===== src/rtl/pcie_pkg.sv =====
// Shared definitions for the PCIE receive path: K28.5 comma codes,
// aligner lock states and symbol width.
package pcie_pkg;

   localparam int SYM_W = 10;

   localparam logic [SYM_W-1:0] K285_RDN = 10'b0011111010;
   localparam logic [SYM_W-1:0] K285_RDP = 10'b1100000101;

   typedef enum logic [1:0] {
      HUNT   = 2'd0,
      SYNC   = 2'd1,
      LOCKED = 2'd2
   } estado_t;

   function automatic logic es_coma(input logic [SYM_W-1:0] cand);
      return (cand == K285_RDN) || (cand == K285_RDP);
   endfunction

endpackage


===== src/rtl/empaquetador_simbolos.sv =====
// Packs aligned symbols into a word, earliest symbol in the low slot.
// 'clear' drops any partial word and restarts at slot 0 on the same cycle.
module empaquetador_simbolos
   import pcie_pkg::*;
#(
   parameter int SYM_POR_PALABRA = 2
) (
   input  logic                               clk,
   input  logic                               rst,
   input  logic                               enb,
   input  logic [SYM_W-1:0]                   symIn,
   input  logic                               symValid,
   input  logic                               clear,
   output logic [SYM_W*SYM_POR_PALABRA-1:0]   wordOut,
   output logic                               wordValid
);

   localparam int SLOT_W = (SYM_POR_PALABRA > 1) ? $clog2(SYM_POR_PALABRA) : 1;
   localparam logic [SLOT_W-1:0] ULTIMO = SLOT_W'(SYM_POR_PALABRA - 1);

   logic [SLOT_W-1:0]                 r_slot;
   logic [SLOT_W-1:0]                 w_slot;
   logic [SYM_W*SYM_POR_PALABRA-1:0]  r_buf;
   logic [SYM_W*SYM_POR_PALABRA-1:0]  w_palabra;

   // A clear coinciding with a symbol places that symbol in slot 0.
   always_comb begin
      w_slot    = clear ? '0 : r_slot;
      w_palabra = r_buf;
      w_palabra[SYM_W*w_slot +: SYM_W] = symIn;
   end

   always_ff @(posedge clk or negedge rst) begin
      if (!rst) begin
         r_slot    <= '0;
         r_buf     <= '0;
         wordOut   <= '0;
         wordValid <= 1'b0;
      end else if (!enb) begin
         wordValid <= 1'b0;
      end else begin
         wordValid <= 1'b0;
         if (symValid) begin
            r_buf <= w_palabra;
            if (w_slot == ULTIMO) begin
               wordOut   <= w_palabra;
               wordValid <= 1'b1;
               r_slot    <= '0;
            end else begin
               r_slot <= w_slot + 1'b1;
            end
         end else if (clear) begin
            r_slot <= '0;
         end
      end
   end

endmodule


===== src/rtl/alineador_k285.sv =====
// Comma-aligning deserialiser: finds K28.5, runs the lock FSM and emits
// aligned symbols plus packed words once locked.
//
//   state  | meaning
//   HUNT   | no symbol phase; first comma of either kind sets the boundary
//   SYNC   | phase chosen; counting consecutive aligned commas towards lock
//   LOCKED | emitting symbols; counting misaligned commas towards loss
module alineador_k285
   import pcie_pkg::*;
#(
   parameter int LOCK_COMMAS     = 3,
   parameter int LOSS_ERRORS     = 4,
   parameter int SYM_POR_PALABRA = 2
) (
   input  logic                               clk,
   input  logic                               rst,
   input  logic                               enb,
   input  logic                               serialIn,
   output logic [SYM_W-1:0]                   symOut,
   output logic                               symValid,
   output logic [SYM_W*SYM_POR_PALABRA-1:0]   wordOut,
   output logic                               wordValid,
   output logic                               esk285,
   output logic                               lock
);

   estado_t      r_estado;
   logic [8:0]   r_sr;
   logic [3:0]   r_cnt;
   logic [3:0]   r_coma_cnt;
   logic [3:0]   r_err_cnt;

   logic [SYM_W-1:0] w_cand;
   logic             w_coma;
   logic             w_frontera;
   logic             w_bloquea;
   logic             w_pierde;
   logic             w_emite;

   assign w_cand     = {r_sr, serialIn};
   assign w_coma     = es_coma(w_cand);
   assign w_frontera = (r_cnt == 4'd9);
   assign w_bloquea  = (r_estado == SYNC) && w_coma && w_frontera &&
                       ((r_coma_cnt + 4'd1) == 4'(LOCK_COMMAS));
   assign w_pierde   = (r_estado == LOCKED) && w_coma && !w_frontera &&
                       ((r_err_cnt + 4'd1) == 4'(LOSS_ERRORS));
   // The locking boundary itself is the first emitted symbol.
   assign w_emite    = w_bloquea || ((r_estado == LOCKED) && w_frontera);

   always_ff @(posedge clk or negedge rst) begin
      if (!rst) begin
         r_estado   <= HUNT;
         r_sr       <= '0;
         r_cnt      <= '0;
         r_coma_cnt <= '0;
         r_err_cnt  <= '0;
         symOut     <= '0;
         symValid   <= 1'b0;
         esk285     <= 1'b0;
         lock       <= 1'b0;
      end else if (!enb) begin
         symValid <= 1'b0;
         esk285   <= 1'b0;
      end else begin
         r_sr     <= w_cand[8:0];
         r_cnt    <= w_frontera ? 4'd0 : r_cnt + 4'd1;
         symValid <= w_emite;
         esk285   <= w_emite && w_coma;
         if (w_emite) symOut <= w_cand;

         case (r_estado)
            HUNT: begin
               if (w_coma) begin
                  r_cnt      <= 4'd0;
                  r_coma_cnt <= 4'd1;
                  r_estado   <= SYNC;
               end
            end
            SYNC: begin
               if (w_coma) begin
                  if (w_frontera) begin
                     r_coma_cnt <= r_coma_cnt + 4'd1;
                     if (w_bloquea) begin
                        r_estado  <= LOCKED;
                        r_err_cnt <= 4'd0;
                        lock      <= 1'b1;
                     end
                  end else begin
                     r_cnt      <= 4'd0;
                     r_coma_cnt <= 4'd1;
                  end
               end
            end
            LOCKED: begin
               if (w_coma) begin
                  if (w_frontera) begin
                     r_err_cnt <= 4'd0;
                  end else if (w_pierde) begin
                     r_estado   <= HUNT;
                     r_err_cnt  <= 4'd0;
                     r_coma_cnt <= 4'd0;
                     lock       <= 1'b0;
                  end else begin
                     r_err_cnt <= r_err_cnt + 4'd1;
                  end
               end
            end
            default: r_estado <= HUNT;
         endcase
      end
   end

   empaquetador_simbolos #(
      .SYM_POR_PALABRA (SYM_POR_PALABRA)
   ) u_empaquetador (
      .clk       (clk),
      .rst       (rst),
      .enb       (enb),
      .symIn     (w_cand),
      .symValid  (w_emite),
      .clear     (w_bloquea || w_pierde),
      .wordOut   (wordOut),
      .wordValid (wordValid)
   );

endmodule


===== config.mk =====
export PLATFORM = sky130hd
export DESIGN_NAME = alineador_k285
export DESIGN_NICKNAME = d
export VERILOG_FILES = /design/src/rtl/pcie_pkg.sv /design/src/rtl/empaquetador_simbolos.sv /design/src/rtl/alineador_k285.sv
export SDC_FILE = /design/constraint.sdc
export NUM_CORES = 1
export LEC_CHECK = 0
export CORE_MARGIN = 2
export CORE_UTILIZATION = 24
export CTS_CLUSTER_SIZE = 14
export DETAILED_ROUTE_END_ITERATION = 7
export SETUP_SLACK_MARGIN = 0.1
export SLEW_MARGIN = 20
export SYNTH_ARGS = -nofsm -noshare
export SYNTH_HDL_FRONTEND = slang
export SYNTH_SLANG_ARGS = --single-unit

===== constraint.sdc =====
create_clock -name clk -period 2.1 [get_ports clk]
set_input_delay 0.42 -clock clk [delete_from_list [all_inputs] [get_ports clk]]
set_output_delay 0.42 -clock clk [all_outputs]
set_load 0.02 [all_outputs]

Word level (Yosys, flattened, before mapping)

Index checks and enable logic that the tools add are counted.

Bits in writable memories: 0
Latch bits: 0
Memory bits (read-only): 0
Word-level logic and storage cells: 99
Memories kept: 0
Bits in registers: 78

Multiply operators: 1
$lt $le $gt $ge: 0
Reduce and logical (&&, ||, !) cells: 21
Equality and inequality tests: 14
Bitwise logic cells: 0
Multiplexer cells: 43
Div/mod/pow operators: 0
Add/sub/neg operators: 5
Shift operators: 2

Operator list:

| cell                                                    | count |
|---|---|
| 2-to-1 mux 4 bit                                        | 16 |
| negator 5 -> 34 bit                                     | 1 |
| variable shift 10 x 34 -> 20 bit (first input constant) | 1 |
| variable part select 10 x 34 -> 20 bit                  | 1 |
| bitwise mux 20 bit                                      | 1 |
| one-hot mux 4 bit (2 select lines)                      | 2 |
| AND reduction 8 bit                                     | 2 |
| 2-to-1 mux 1 bit                                        | 14 |
| 2-to-1 mux 2 bit                                        | 7 |
| != test 2 bit (second input constant)                   | 7 |
| adder 4 x 1 -> 4 bit (second input constant)            | 3 |
| one-hot mux 4 bit (3 select lines)                      | 1 |
| == test 10 bit (second input constant)                  | 1 |
| == test 10 x 8 -> 1 bit (second input constant)         | 1 |
| logical AND 1 bit                                       | 8 |
| AND reduction 7 bit                                     | 1 |
| one-hot mux 2 bit (3 select lines)                      | 1 |
| AND reduction 6 bit                                     | 1 |
| == test 4 x 2 -> 1 bit (second input constant)          | 1 |
| == test 4 x 3 -> 1 bit (second input constant)          | 1 |
| == test 4 bit (second input constant)                   | 1 |
| multiplier 3 x 1 -> 4 bit (first input constant)        | 1 |
| logical OR 1 bit                                        | 3 |
| AND reduction 3 bit                                     | 1 |
| other kinds (9)                                         | 9 |

Depth between registers and ports, before layout

Depth after elaboration: 11
Gate-level depth with buffers: 9

Modules after synthesis

A second synthesis with hierarchy kept.

Cell total of the unflattened synthesis: 271
Area, all modules: 3,089.2 µm²

Modules (own cells, without submodules):

| module                | sequential area each (µm²) | cells each | area each (µm²) | times used |
|---|---|---|---|---|
| alineador_k285        | 900.9                      | 156        | 1,845.5         | 1 |
| empaquetador_simbolos | 800.8                      | 115        | 1,243.7         | 1 |

Worst setup path before layout

Ideal clock, no wire load.

Kind: register to register
From: register r_sr[1]
To: register u_empaquetador.r_slot
Buffers on the path: 1
Arrival: 2.184 ns
Required time: 1.975 ns
Slack: -0.208 ns
Period minus slack after synthesis: 2.308 ns
Stages on the path, launching flop included: 9
Library setup time: 0.125 ns
Cell sequence: dfrtp_1 > nand4bb_1 > or4_4 > and2_1 > buf_2 > nor3_4 > nor3b_1 > ha_1 > mux2_2

Cells in the longest elaborated chain, start to end: 10
Elaborated cells on any way between the ends: 15
Those cells by class: 1 x add/sub; 2 x eq/ne; 3 x mux; 9 x reduce/logical

Ends and longest elaborated chain:

| what                                                             | RTL line                                   | RTL |
|---|---|---|
| start: declaration                                               | alineador_k285.sv:28                       | `logic [8:0] r_sr;` |
| start signal: assignment                                         | alineador_k285.sv:65                       | `r_sr <= w_cand[8:0];` |
| == test 10 x 8 -> 1 bit / == test 10 bit (equally long branches) | pcie_pkg.sv:17                             | `return (cand == K285_RDN) \|\| (cand == K285_RDP);` |
| logical OR 1 bit (*)                                             | pcie_pkg.sv:17                             |  |
| logical AND 1 bit (on tied branches) (3 in series)               | alineador_k285.sv:43, alineador_k285.sv:45 |  |
| logical OR 1 bit                                                 | alineador_k285.sv:121                      | `.clear (w_bloquea \|\| w_pierde),` |
| 2-to-1 mux 1 bit                                                 | n/a                                        |  |
| adder 1 bit                                                      | empaquetador_simbolos.sv:50                | `r_slot <= w_slot + 1'b1;` |
| 2-to-1 mux 1 bit                                                 | empaquetador_simbolos.sv:45                | `if (w_slot == ULTIMO) begin` |
| 2-to-1 mux 1 bit (*)                                             | empaquetador_simbolos.sv:43                | `if (symValid) begin` |
| end signal: assignment                                           | empaquetador_simbolos.sv:50                |  |
| end: declaration                                                 | empaquetador_simbolos.sv:21                | `logic [SLOT_W-1:0] r_slot;` |

Every way passes the cells marked *; elsewhere a longest branch is shown, timed or not.
A chain may end at the register's enable or synchronous reset.

Final worst setup path

From: register r_sr[5]
To: register r_err_cnt[0]

Cells in the longest elaborated chain, start to end: 9
Elaborated cells on any way between the ends: 17
Those cells by class: 5 x eq/ne; 4 x mux; 8 x reduce/logical

Ends and longest elaborated chain:

| what                                                             | RTL line              | RTL |
|---|---|---|
| == test 10 x 8 -> 1 bit / == test 10 bit (equally long branches) | pcie_pkg.sv:17        |  |
| logical OR 1 bit (*)                                             | pcie_pkg.sv:17        |  |
| logical AND 1 bit (3 in series)                                  | alineador_k285.sv:45  | `assign w_pierde = (r_estado == LOCKED) && w_coma && !w_frontera &&` |
| 2-to-1 mux 4 bit                                                 | alineador_k285.sv:98  | `end else if (w_pierde) begin` |
| 2-to-1 mux 4 bit                                                 | alineador_k285.sv:96  | `if (w_frontera) begin` |
| 2-to-1 mux 4 bit                                                 | alineador_k285.sv:95  | `if (w_coma) begin` |
| one-hot mux 4 bit (2 select lines)                               | alineador_k285.sv:71  | `case (r_estado)` |
| end signal: assignment                                           | alineador_k285.sv:104 | `r_err_cnt <= r_err_cnt + 4'd1;` |
| end: declaration                                                 | alineador_k285.sv:31  | `logic [3:0] r_err_cnt;` |

Every way passes the cells marked *; elsewhere a longest branch is shown, timed or not. The select of a mux whose other input is x is not followed.

==> reports/metrics.cfg <==
[status]
status=finished with violations
violations=setup timing

[clock_network]
clkTransAtPathRegs_ns=0.05
cts_root_buf=clkbuf_16
cts_tree=built
cts_sinks=68
cts_buffers=9
clk_latency_ns=0.32
htreeDepth=3
clockBufferDepth=2

[detailed_routing]
vias=2200
drt_iter0_drc=81
via_per_inst=4.322
drt.antenna.violating_nets=0
drt_wl_total_um=7174
first_pass_iters=4
drc=0
wl_per_cell_um=14.09

[setup_path]
critical_path_peak_fanout=5
end_kind=flip-flop
start_kind=flip-flop
arrival_ns=2.57
cp.required_ns=2.33
setup.worst_path.class=reg -> reg
reg2reg_slack_ns=-0.24

[place]
numPortBuffers=37
dp.final_hpwl_um=4857
place_area_um2=3973
gp_congestion=0.8439

[timing]
skew_ns=0.006336
worst-slew-pin-transition_ns=0.4236
report.final.slew_viol_count=0
finalCriticalPeriod_ns=2.341
fmax_mhz=427.2
period_share_pct=111.5
fin_ws_ns=-0.2408
rsz0062_at_grt=yes
hold_viol=0
finalSetupViolations=51
max_slew_margin_pct=71.64

[pwr]
leakage_nw=2.116
power.density_nw_per_um2=1109
ir_drop_uv=668.4
power.total_mw=5.069

[cells_and_area]
final_core_util_pct=36.51
fill_cells=1244
drive_gt1_share_pct=46.59
fin_nets=346
syn_to_final_growth_pct=49.67
antenna_cells=0
fin_area_um2=4569

[logic_synthesis]
yosys.area_share.simple_pct=9.262
syn-num-nets=243
yosys.area.top_type=dfrtp_1
yosysWarnings=0
ys_top_cells_by_area=dfrtp_1 56%, mux2_2 19%, ha_1 4.1%, nand3_1 1.1%, inv_1 1.1%
synth_compound_area_share_pct=7.172
synth_top_area_share_pct=55.74
postSynthAreaPerCell_um2=13.33
yosysSeqAreaShare_pct=55.74
netlist_area_um2=3053
synthMuxAreaShare_pct=20.16
synth_top_family_by_area=multiplexers
ys_types=47
postSynthCellCount=229
synth.most_common_cell=dfrtp_1
yosys.area_share.adder_pct=4.098
synth_top_flop_cell=dfrtp_1
synth_edf_count=0
synth_common_cells=68 x dfrtp_1, 52 x mux2_2, 10 x ha_1
synth-xor-area-share_pct=1.148
async_flop_share_pct=100.0
ys_ff_latch=68

[die]
die_w_um=116.8
start_util_pct=24.39
pin_count=38
core_area_um2=12520
rows=41
die_area_um2=13640
die_h_um=116.8

[grt]
grt_pass1_vias=2345
antenna_found_initial=0
grt_pass1_wl_um=11610
grt-ovfl-total=0
grt_start_max_net_pins=43
grt_use_total_pct=10.91

[flow_run]
maxCapViolCount=0

[hold_path]
hold_class=reg -> reg

-- final timing paths --
check | start | endpoint | cells after the start
setup / recovery | r_sr[5] | r_err_cnt[0] | 7
hold / removal | u_empaquetador.r_buf[5] | u_empaquetador.r_buf[5] | 1
setup reg to reg | r_sr[5] | r_err_cnt[0] | 7
hold reg to reg | u_empaquetador.r_buf[5] | u_empaquetador.r_buf[5] | 1
max in group asynchronous | rst | u_empaquetador.wordOut[14] | 3
min in group asynchronous | rst | r_estado[1] | 2
-- worst max-delay path, stage by stage, from the launching register on --
cell and delay [ns]:
dfrtp_1 0.39, nand4_1 0.12, or4_4 0.53, a2111oi_4 0.32, buf_6 0.17, o211ai_2 0.10, or3b_4 0.40, o31ai_2 0.22
-- placed cells by master (no fill, tap or decap), drive strengths merged, types with 3 or more instances in the layout --
master and n:
dfrtp 68, buf 64, mux2 52, clkdlybuf4s50 35, clkbuf 14, ha 10, inv 9, nand2 8
nand3 7, nor2 7, o21ai 6, o31ai 4, nor3b 4, mux2i 3, and3 3, nor3 3
-- metal layers --
layer	track usage (%)	part of all wire [%]	up-vias
li1	-	-	1041
met3	2.987	3.5	5
met5	0	0	-
met1	13.71	46	1127
met2	18.77	49	27
met4	2.588	0.86	0
-- flip-flops by register name, summed over array words and instances, names as in the netlist --
| register | count |
|---|---|
| u_empaquetador.r_buf | 10 |
| lock | 1 |
| u_empaquetador.wordValid | 1 |
| r_err_cnt | 4 |
| r_sr | 9 |
| r_coma_cnt | 4 |
| u_empaquetador.wordOut | 20 |
| r_estado | 2 |
| esk285 | 1 |
| symValid | 1 |
| r_cnt | 4 |
| u_empaquetador.r_slot | 1 |
| symOut | 10 |
-- report_power, final --
| group | internal (mW) | total [mW] | leakage, nW | switching (mW) |
|---|---|---|---|---|
| logic | 0.981 | 1.74 | 1.10 | 0.754 |
| clock network | 0.828 | 1.33 | 0.131 | 0.506 |
| registers | 1.74 | 2.00 | 0.881 | 0.259 |
-- area by class of cell --
class / instances / area (µm²) / share of cell area (%)
timing repair buffer: 101 / 917.1 / 20.07
tap: 172 / 215.2 / 4.710
inverter: 9 / 33.78 / 0.7393
sequential: 68 / 1702 / 37.24
clock inverter: 2 / 10.01 / 0.2191
multi-input combinational: 143 / 1438 / 31.46
clock buffer: 14 / 254.0 / 5.559
-- per-stage QoR --
stage	instances	setup WS, ns	hold slack (ns)	setup TNS (ns)
6_report	509	-0.2408	0.5034	-9.149
3_5_place_dp	477	-0.7400	0.3103	-38.57
5_1_grt	509	-0.3269	0.5154	-14.06
3_3_place_gp	477	-0.7281	0.3077	-37.72
2_1_floorplan	229	-0.1897	0.1244	-4.983
4_1_cts	506	-0.2719	0.5034	-8.644
-- kinds of logic (layout without fill, tap and decap cells) --
| family | after synthesis | count (layout) |
|---|---|---|
| and+or+nand+nor | 47 | 47 |
| DFF | 68 | 68 |
| adders and majority gates | 10 | 10 |
| AOI/OAI and AO/OA | 27 | 27 |
| muxes | 55 | 55 |
| buffers and inverters | 18 | 126 |
| xor gates and xnor gates | 4 | 4 |
-- repair_timing --
item | CTS | global route
hold buffers | 1 | 0
resized for setup | 33 | 16
endpoints found under the hold margin | 9 | 0
setup buffers | 11 | 5
pin swaps | 11 | 6
cloned | 2 | 0
endpoints found under the setup margin | 59 | 59
Note: power is estimated with default switching activity, not from simulation.
